$ cat config.mk
export PLATFORM = sky130hd
export DESIGN_NAME = result_uart_tx
export DESIGN_NICKNAME = d
export VERILOG_FILES = /design/src/rtl/result_tx_pkg.sv /design/src/rtl/uart_byte_tx.sv /design/src/rtl/result_uart_tx.sv
export SDC_FILE = /design/constraint.sdc
export NUM_CORES = 1
export LEC_CHECK = 0
export ABC_AREA = 1
export CORE_MARGIN = 3
export CORE_UTILIZATION = 30
export CTS_BUF_LIST = sky130_fd_sc_hd__clkbuf_8 sky130_fd_sc_hd__clkbuf_16
export CTS_CLUSTER_SIZE = 28
export DETAILED_ROUTE_END_ITERATION = 7
export PLACE_DENSITY = 0.51
export SYNTH_ARGS = -nofsm -noshare
export SYNTH_HDL_FRONTEND = slang
export SYNTH_SLANG_ARGS = --single-unit
$ cat constraint.sdc
create_clock -name clk -period 2.59 [get_ports clk]
set_clock_uncertainty 0.2 [all_clocks]
set_input_delay 0.518 -clock clk [delete_from_list [all_inputs] [get_ports clk]]
set_output_delay 0.518 -clock clk [all_outputs]
set_load 0.02 [all_outputs]
$ cat src/rtl/result_tx_pkg.sv
// Shared types and constants for the result UART transmitter:
// serializer states, packet geometry and the packet checksum.
package result_tx_pkg;

  typedef enum logic [1:0] {
    IDLE  = 2'd0,
    START = 2'd1,
    DATA  = 2'd2,
    STOP  = 2'd3
  } tx_state_e;

  localparam int         BYTES_PER_PKT  = 5;
  localparam int         BITS_PER_BYTE  = 10;
  localparam logic [7:0] HEADER_DEFAULT = 8'hA5;

  function automatic logic [7:0] calc_chk(input logic [7:0] a,
                                          input logic [7:0] b,
                                          input logic [7:0] c);
    return a ^ b ^ c;
  endfunction

endpackage

$ cat src/rtl/uart_byte_tx.sv
// Serializes one byte as start bit, 8 data bits LSB first and a stop bit.
// A load during the last stop-bit cycle chains the next byte with no gap.
module uart_byte_tx
  import result_tx_pkg::*;
#(
  parameter int CLKS_PER_BIT = 434
) (
  input  logic       clk,
  input  logic       rst,
  input  logic       i_load,
  input  logic [7:0] i_byte_in,
  output logic       o_busy,
  output logic       o_byte_done,
  output logic       o_tx
);

  localparam int             CW       = (CLKS_PER_BIT > 1) ? $clog2(CLKS_PER_BIT) : 1;
  localparam logic [CW-1:0]  LAST_CNT = CW'(CLKS_PER_BIT - 1);

  tx_state_e     r_state;
  tx_state_e     w_state_nxt;
  logic [CW-1:0] r_cnt;
  logic [CW-1:0] w_cnt_nxt;
  logic [2:0]    r_bit;
  logic [2:0]    w_bit_nxt;
  logic [7:0]    r_shift;
  logic [7:0]    w_shift_nxt;
  logic          r_tx;
  logic          w_tx_nxt;
  logic          w_tick;

  assign w_tick      = (r_cnt == LAST_CNT);
  assign o_busy      = (r_state != IDLE);
  assign o_byte_done = (r_state == STOP) && w_tick;
  assign o_tx        = r_tx;

  always_ff @(posedge clk or posedge rst) begin
    if (rst) begin
      r_state <= IDLE;
      r_cnt   <= '0;
      r_bit   <= 3'd0;
      r_shift <= 8'h00;
      r_tx    <= 1'b1;
    end else begin
      r_state <= w_state_nxt;
      r_cnt   <= w_cnt_nxt;
      r_bit   <= w_bit_nxt;
      r_shift <= w_shift_nxt;
      r_tx    <= w_tx_nxt;
    end
  end

  always_comb begin
    w_state_nxt = r_state;
    w_cnt_nxt   = w_tick ? '0 : r_cnt + CW'(1);
    w_bit_nxt   = r_bit;
    w_shift_nxt = r_shift;
    w_tx_nxt    = r_tx;
    case (r_state)
      IDLE: begin
        w_cnt_nxt = '0;
        w_tx_nxt  = 1'b1;
        if (i_load) begin
          w_state_nxt = START;
          w_shift_nxt = i_byte_in;
          w_tx_nxt    = 1'b0;
        end else begin
          w_state_nxt = IDLE;
        end
      end
      START: begin
        if (w_tick) begin
          w_state_nxt = DATA;
          w_bit_nxt   = 3'd0;
          w_tx_nxt    = r_shift[0];
        end else begin
          w_state_nxt = START;
        end
      end
      DATA: begin
        if (w_tick) begin
          if (r_bit == 3'd7) begin
            w_state_nxt = STOP;
            w_tx_nxt    = 1'b1;
          end else begin
            w_bit_nxt   = r_bit + 3'd1;
            w_shift_nxt = {1'b0, r_shift[7:1]};
            w_tx_nxt    = r_shift[1];
          end
        end else begin
          w_state_nxt = DATA;
        end
      end
      STOP: begin
        // Chaining straight into the next start bit keeps bytes gapless.
        if (w_tick && i_load) begin
          w_state_nxt = START;
          w_shift_nxt = i_byte_in;
          w_tx_nxt    = 1'b0;
        end else if (w_tick) begin
          w_state_nxt = IDLE;
          w_tx_nxt    = 1'b1;
        end else begin
          w_state_nxt = STOP;
        end
      end
      default: begin
        w_state_nxt = IDLE;
        w_cnt_nxt   = '0;
        w_tx_nxt    = 1'b1;
      end
    endcase
  end

endmodule

$ cat src/rtl/result_uart_tx.sv
// Packet sequencer: captures v1..v3 on start and sends
// HEADER, v1, v2, v3, v1^v2^v3 back to back through uart_byte_tx.
module result_uart_tx
  import result_tx_pkg::*;
#(
  parameter int         CLKS_PER_BIT = 434,
  parameter logic [7:0] HEADER       = HEADER_DEFAULT
) (
  input  logic       clk,
  input  logic       rst,
  input  logic [7:0] v1,
  input  logic [7:0] v2,
  input  logic [7:0] v3,
  input  logic       start,
  output logic       busy,
  output logic       done,
  output logic       tx
);

  localparam logic [2:0] LAST_IDX = 3'(BYTES_PER_PKT - 1);

  logic [7:0] r_v1;
  logic [7:0] r_v2;
  logic [7:0] r_v3;
  logic [7:0] r_chk;
  logic [2:0] r_byte_idx;
  logic       r_sending;
  logic       r_load_first;
  logic       r_busy;
  logic       r_done;

  logic       w_accept;
  logic       w_load;
  logic       w_last_done;
  logic [2:0] w_sel;
  logic [7:0] w_byte;
  logic       w_byte_busy;
  logic       w_byte_done;
  logic       w_tx;

  assign w_accept    = start && !r_sending && !w_byte_busy;
  assign w_last_done = w_byte_done && (r_byte_idx == LAST_IDX);
  assign w_load      = r_load_first || (w_byte_done && (r_byte_idx != LAST_IDX));
  // The chained load during a stop bit already selects the following byte.
  assign w_sel       = r_load_first ? r_byte_idx : r_byte_idx + 3'd1;

  assign busy = r_busy;
  assign done = r_done;
  assign tx   = w_tx;

  always_comb begin
    w_byte = HEADER;
    case (w_sel)
      3'd0:    w_byte = HEADER;
      3'd1:    w_byte = r_v1;
      3'd2:    w_byte = r_v2;
      3'd3:    w_byte = r_v3;
      3'd4:    w_byte = r_chk;
      default: w_byte = HEADER;
    endcase
  end

  always_ff @(posedge clk or posedge rst) begin
    if (rst) begin
      r_v1         <= 8'h00;
      r_v2         <= 8'h00;
      r_v3         <= 8'h00;
      r_chk        <= 8'h00;
      r_byte_idx   <= 3'd0;
      r_sending    <= 1'b0;
      r_load_first <= 1'b0;
      r_busy       <= 1'b0;
      r_done       <= 1'b0;
    end else begin
      r_load_first <= w_accept;
      r_done       <= w_last_done;
      if (w_accept) begin
        r_v1       <= v1;
        r_v2       <= v2;
        r_v3       <= v3;
        r_chk      <= calc_chk(v1, v2, v3);
        r_byte_idx <= 3'd0;
        r_sending  <= 1'b1;
      end else if (w_last_done) begin
        r_sending  <= 1'b0;
      end else if (w_byte_done) begin
        r_byte_idx <= r_byte_idx + 3'd1;
      end else begin
        r_sending  <= r_sending;
      end
      if (r_load_first) begin
        r_busy <= 1'b1;
      end else if (w_last_done) begin
        r_busy <= 1'b0;
      end else begin
        r_busy <= r_busy;
      end
    end
  end

  uart_byte_tx #(
    .CLKS_PER_BIT(CLKS_PER_BIT)
  ) u_byte_tx (
    .clk        (clk),
    .rst        (rst),
    .i_load     (w_load),
    .i_byte_in  (w_byte),
    .o_busy     (w_byte_busy),
    .o_byte_done(w_byte_done),
    .o_tx       (w_tx)
  );

endmodule

# Word-level counts from Yosys, hierarchy flattened

Cells that the tools add are included.

Add/sub/neg operators: 3
Eq/ne operators: 19
Mux-type cells: 33
Bitwise logic cells: 2
Reductions and logical operators: 20

Operator list:

| operator                                                                | count |
|---|---|
| 8-bit 2-to-1 mux                                                        | 4 |
| 8-bit case mux with 4 select lines                                      | 1 |
| 8-bit case mux with 3 select lines                                      | 1 |
| 3-bit 2-to-1 mux                                                        | 7 |
| 9-bit 2-to-1 mux                                                        | 2 |
| 8-bit XOR                                                               | 2 |
| 1-bit 2-to-1 mux                                                        | 10 |
| 2-bit 2-to-1 mux                                                        | 5 |
| 2-bit nonzero test                                                      | 5 |
| 9-bit by 1-bit adder with 9-bit output, second input constant           | 1 |
| 3-bit equality test, second input constant                              | 3 |
| 9-bit equality test, second input constant                              | 1 |
| 2-bit case mux with 4 select lines                                      | 1 |
| 3-bit by 1-bit adder with 3-bit output, second input constant           | 2 |
| 3-bit by 2-bit equality test with 1-bit output, second input constant   | 2 |
| 1-bit logical AND                                                       | 6 |
| 2-bit by 1-bit inequality test with 1-bit output, second input constant | 3 |
| 2-bit inequality test, second input constant                            | 3 |
| 3-bit inequality test, second input constant                            | 2 |
| 3-bit case mux with 2 select lines                                      | 1 |
| 5-bit AND reduction                                                     | 1 |
| 2-bit equality test, second input constant                              | 2 |
| 1-bit case mux with 4 select lines                                      | 1 |
| 4-bit AND reduction                                                     | 1 |
| 9 further kinds                                                         | 10 |

Register bits: 62
Bits of input ports: 27
Output and inout bits: 3
Logic and storage cells: 91

# Logic depth before layout (Yosys ltp)

Depth after elaboration: 7
Gate-level depth with buffers: 13
Depth with buffers taken out: 13

# Modules after synthesis

A second synthesis with hierarchy kept.

Cell total of the unflattened synthesis: 445
Area, all modules: 3407.0 µm²

By module, submodules not included:

| module         | instances | cells each | area each (µm²) | seq. area each (µm²) |
|---|---|---|---|---|
| result_uart_tx | 1         | 283        | 2124.5          | 975.9 |
| uart_byte_tx   | 1         | 162        | 1282.5          | 576.8 |

# Worst setup path before layout

Ideal clock, no wire load.

Path kind: register -> register
From: register r_byte_idx[0]
To: register u_byte_tx.r_shift[2]
Setup time: 117 ps
Arrival: 1541 ps
Required time: 2273 ps
Setup slack: 732 ps
Stages on the path, launching flop included: 11
Buffers on the path: 0
Clock period less this slack: 1858 ps
Cell sequence: dfrtp_1 > inv_1 > ha_1 > nand2_1 > nand2_2 > nor2_8 > nand2_4 > a21oi_4 > nand4_1 > nand2_1 > nand2_1

Word-level cells in the longest chain between the ends: 6
Elaborated cells on any way between the ends: 17
Those cells by class: add/sub: 1; eq/ne: 7; mux: 5; reduce/logical: 4

RTL lines:

| item                                                                            | line                                       | source |
|---|---|---|
| from (decl)                                                                     | result_uart_tx.sv:26                       | `logic [2:0] r_byte_idx;` |
| from (signal assigned)                                                          | result_uart_tx.sv:87                       | `r_byte_idx <= r_byte_idx + 3'd1;` |
| 3-bit by 1-bit adder with 3-bit output or 3-bit inequality test (tied branches) | result_uart_tx.sv:45, result_uart_tx.sv:43 |  |
| 3-bit 2-to-1 mux or 1-bit logical AND (tied branches)                           | result_uart_tx.sv:45, result_uart_tx.sv:43 |  |
| 3-bit equality test (tied with other cells)                                     | result_uart_tx.sv:53                       | `case (w_sel)` |
| 8-bit case mux with 4 select lines or 1-bit logical AND (tied branches)         | result_uart_tx.sv:53, uart_byte_tx.sv:96   |  |
| 8-bit 2-to-1 mux (tied with other cells)                                        | uart_byte_tx.sv:96                         | `if (w_tick && i_load) begin` |
| 8-bit case mux with 3 select lines or 5-bit AND reduction (tied branches)       | n/a                                        |  |
| to (signal assigned)                                                            | uart_byte_tx.sv:48                         | `r_shift <= w_shift_nxt;` |
| to (decl)                                                                       | uart_byte_tx.sv:26                         | `logic [7:0] r_shift;` |

Parallel ways exist; a longest one is shown, timed or not. The select of a mux whose other input is x is not followed.
A chain may end at the register's enable or synchronous reset.

# Worst setup path after layout

From: register u_byte_tx.r_tx (netlist: u_byte_tx.o_tx)
To: output tx

RTL lines:

| item                   | line                 | source |
|---|---|---|
| from (decl)            | uart_byte_tx.sv:28   | `logic r_tx;` |
| from (signal assigned) | uart_byte_tx.sv:49   | `r_tx <= w_tx_nxt;` |
| to (decl)              | result_uart_tx.sv:17 | `output logic tx` |

No word-level cell between the ends.

==> flow_metrics.py <==
metrics = {
    "power": {
        "p_leak_nw": 1.90,
        "cellPowerDensity_nw_per_um2": 488,
        "power_switching_share_pct": 22.5,
        "pwr-share-comb_pct": 5.1,
        "p_clk_share_pct": 44.3,
        "ir_drop_mv": 0.281,
        "p_seq_share_pct": 50.6,
        "netSwitchingPower_mw": 0.430,
        "intPower_mw": 1.48,
        "power_mw": 1.91,
    },
    "clock_network": {
        "cts_made_buffers": 9,
        "clock_latency_ns": 0.34,
        "cts_hold_buf": 0,
        "clock_sink_count": 62,
        "cts-htree-levels": 3,
        "cts_tree": "done",
        "post_cts_buffers": 0,
        "clk_pin_slew_worst_paths_ns": 0.07,
        "cts_root_buf": "clkbuf_8",
        "clockBufferDepth": 2,
        "cts_resized": 0,
    },
    "route": {
        "drt_iter0_drc": 114,
        "ant_nets": 0,
        "drcViolationCount": 0,
        "firstDrtPassIters": 4,
        "via_per_inst": 4.50,
        "vias": 2635,
        "wl_mm": 7.17,
        "wl_per_cell_um": 12.3,
    },
    "critical_path": {
        "rr_worst_depth": 12,
        "critPathSlowestCell": "clkdlybuf4s50_1",
        "critPathArrivalTime_ns": 1.47,
        "cp-end-kind": "output port",
        "required_ns": 1.87,
        "timing.rr.end": "u_byte_tx.r_shift[0]",
        "reg2reg_slack_ns": 0.49,
        "path_cells": "clkdlybuf4s50_1",
        "startpoint": "u_byte_tx.o_tx",
        "criticalPathCategory": "register to output port",
        "crit_path_max_incr_delay_ns": 0.60,
        "path_buf_inv": 1,
        "cp-endpoint": "tx",
        "cp_top_family": "buffers and inverters",
        "r2r-start": "r_byte_idx[0]",
        "cp_max_fo": 2,
        "critical_path_depth": 1,
        "start_kind": "register",
    },
    "timing": {
        "relSlewSlack_pct": 63.9,
        "fmax_ghz": 0.456,
        "drv_slew": 0,
        "period_needed_ns": 2.19,
        "hold_viol_final": 0,
        "post-route-period-util_pct": 84.7,
        "setup_tns_ns": 0,
        "rsz0062_at_grt": "no",
        "setup_viol": 0,
        "worstMarginPinSlew_ns": 0.541,
        "whs_ns": 0.283,
        "setup_slack_ns": 0.397,
    },
    "final_layout": {
        "multi_input_area_um2": 1560,
        "fin_cells": 585,
        "fillers": 1120,
        "final_area_um2": 3910,
        "drive_gt1_share_pct": 9.13,
        "seqCellArea_um2": 1550,
        "layout.nets": 478,
        "diodes": 0,
        "syn_to_final_growth_pct": 18.6,
        "fin_util_pct": 37.2,
    },
    "floorplanning": {
        "die_y_um": 111,
        "core_um2": 10500,
        "rows": 37,
        "start_util_pct": 31.4,
        "dieArea_um2": 12300,
        "pin_count": 30,
        "die_w_um": 111,
    },
    "logic_synthesis": {
        "yosys.area_share.simple_pct": 33.1,
        "syn_area_um2": 3300,
        "synth_most_common_cell": "nand2_1",
        "netlist.area_leader.share_pct": 46.3,
        "synthTopCellsByCount": "nand2_1 (161), dfrtp_1 (61), nand3_1 (32)",
        "synth_edf_count": 0,
        "ys_types": 38,
        "synth_mux_area_share_pct": 0,
        "yosysTopAreaCell": "dfrtp_1",
        "synth_top_family_by_area": "simple AND/OR/NAND/NOR gates",
        "synth_area_per_cell_um2": 8.01,
        "seq_area_frac_synth_pct": 47.1,
        "synthCells": 412,
        "ys.flop_type": "dfrtp_1",
        "synth_seq_cells": 62,
        "async_flop_share_pct": 100,
        "synthAdderAreaFrac_pct": 2.28,
        "synth_area_leaders": "dfrtp_1 (46%), nand2_1 (18%), nand3_1 (4.9%), o21ai_0 (3.3%), inv_1 (3.0%)",
        "synth.net_count": 445,
        "yosys.area_share.xor_xnor_pct": 5.05,
        "synth-compound-area-share_pct": 6.75,
        "synth_warnings": 0,
    },
    "placement": {
        "detailed_place_hpwl_mm": 5.18,
        "port_buffers": 29,
        "placed_area_um2": 3720,
        "pre_cts_slack_ns": 0.475,
        "dp_cells": 570,
        "place.gp.congestion": 0.767,
    },
    "min_path": {
        "worst_hold_path_type": "register to register",
    },
    "global_routing": {
        "grt_util_all_layers_pct": 12.4,
        "antenna_found_initial": 0,
        "grt_pass1_vias": 2591,
        "grt_pass1_wl_mm": 12.6,
        "grt_overflow": 0,
        "grt_max_degree": 43,
    },
    "status": {
        "outcome": "complete, no violations",
    },
    "job": {
        "cap_violations": 0,
    },
}
[power by group through the flow]
stage                     clock network, mW  logic (mW)  registers (mW)
after floorplan                           0      0.0370           0.986
after global placement                    0      0.0991           0.986
after detailed placement                  0       0.100           0.986
after CTS                             0.868       0.100           0.968
after global routing                  0.916       0.109           0.967
final                                 0.846      0.0974           0.968
[per-layer routing]
metal / routed length [um] / vias up / share of wire, % / GRT usage [%]
li1: - / 1378 / - / -
met1: 3620 / 1205 / 50 / 16.9
met2: 3210 / 44 / 45 / 19.5
met3: 248 / 8 / 3.5 / 2.46
met4: 87 / 0 / 1.2 / 4.19
met5: 0 / - / 0 / 0
[cell type report]
class	count	share of cell area [%]
multi-input cells	310	39.8
repair buffers	34	8.70
clock inverters	5	1.31
inverters	28	2.69
flip-flops and latches	62	39.7
clock buffers	10	3.52
well taps	136	4.35
[worst min path at each step]
stage	start	to	slack, ns	cells after the start
after global routing	u_byte_tx.r_bit[0]	u_byte_tx.r_bit[0]	0.31	1
after CTS	u_byte_tx.r_shift[3]	u_byte_tx.r_shift[3]	0.29	2
final	r_v2[2]	r_v2[2]	0.28	2
after detailed placement	r_v3[7]	r_v3[7]	0.27	2
after global placement	u_byte_tx.r_bit[1]	u_byte_tx.r_bit[1]	0.26	2
after floorplan	u_byte_tx.r_bit[1]	u_byte_tx.r_bit[1]	0.25	2
[cell usage in the layout, fill, tap and decap left out, types with 2 or more instances in the layout]
cell type        netlist  layout
a211oi_1               2       2
a21oi_1                6       6
buf_4                  1       4
clkbuf_8               1      10
clkdlybuf4s50_1        0      29
clkinv_2               0       2
dfrtp_1               61      61
ha_1                   6       6
inv_1                 26      26
inv_2                  1       2
nand2_1              161     161
nand2_2                7       7
nand2_4                2       2
nand3_1               32      32
nand4_1                7       7
nor2_1                25      25
nor2_4                 3       3
nor3_1                 4       4
o21ai_0               22      22
xnor2_1               10      10
xor2_1                 9       9
[logic make-up after synthesis]
group                    after synthesis
flip-flops                            62
buffers and inverters                 40
AO/OA/AOI/OAI                         37
AND/OR/NAND/NOR                      248
adder cells (fa/ha/maj)                6
XOR/XNOR                              19
[state kept, by name (all words and copies together) (netlist names)]
name / flops
u_byte_tx.r_bit: 3
r_chk: 8
done: 1
u_byte_tx.r_state: 2
r_sending: 1
busy: 1
r_v3: 8
r_byte_idx: 3
r_v2: 8
r_v1: 8
r_load_first: 1
u_byte_tx.o_tx: 1
u_byte_tx.r_cnt: 9
u_byte_tx.r_shift: 8
Power figures use the tool's default switching activity.
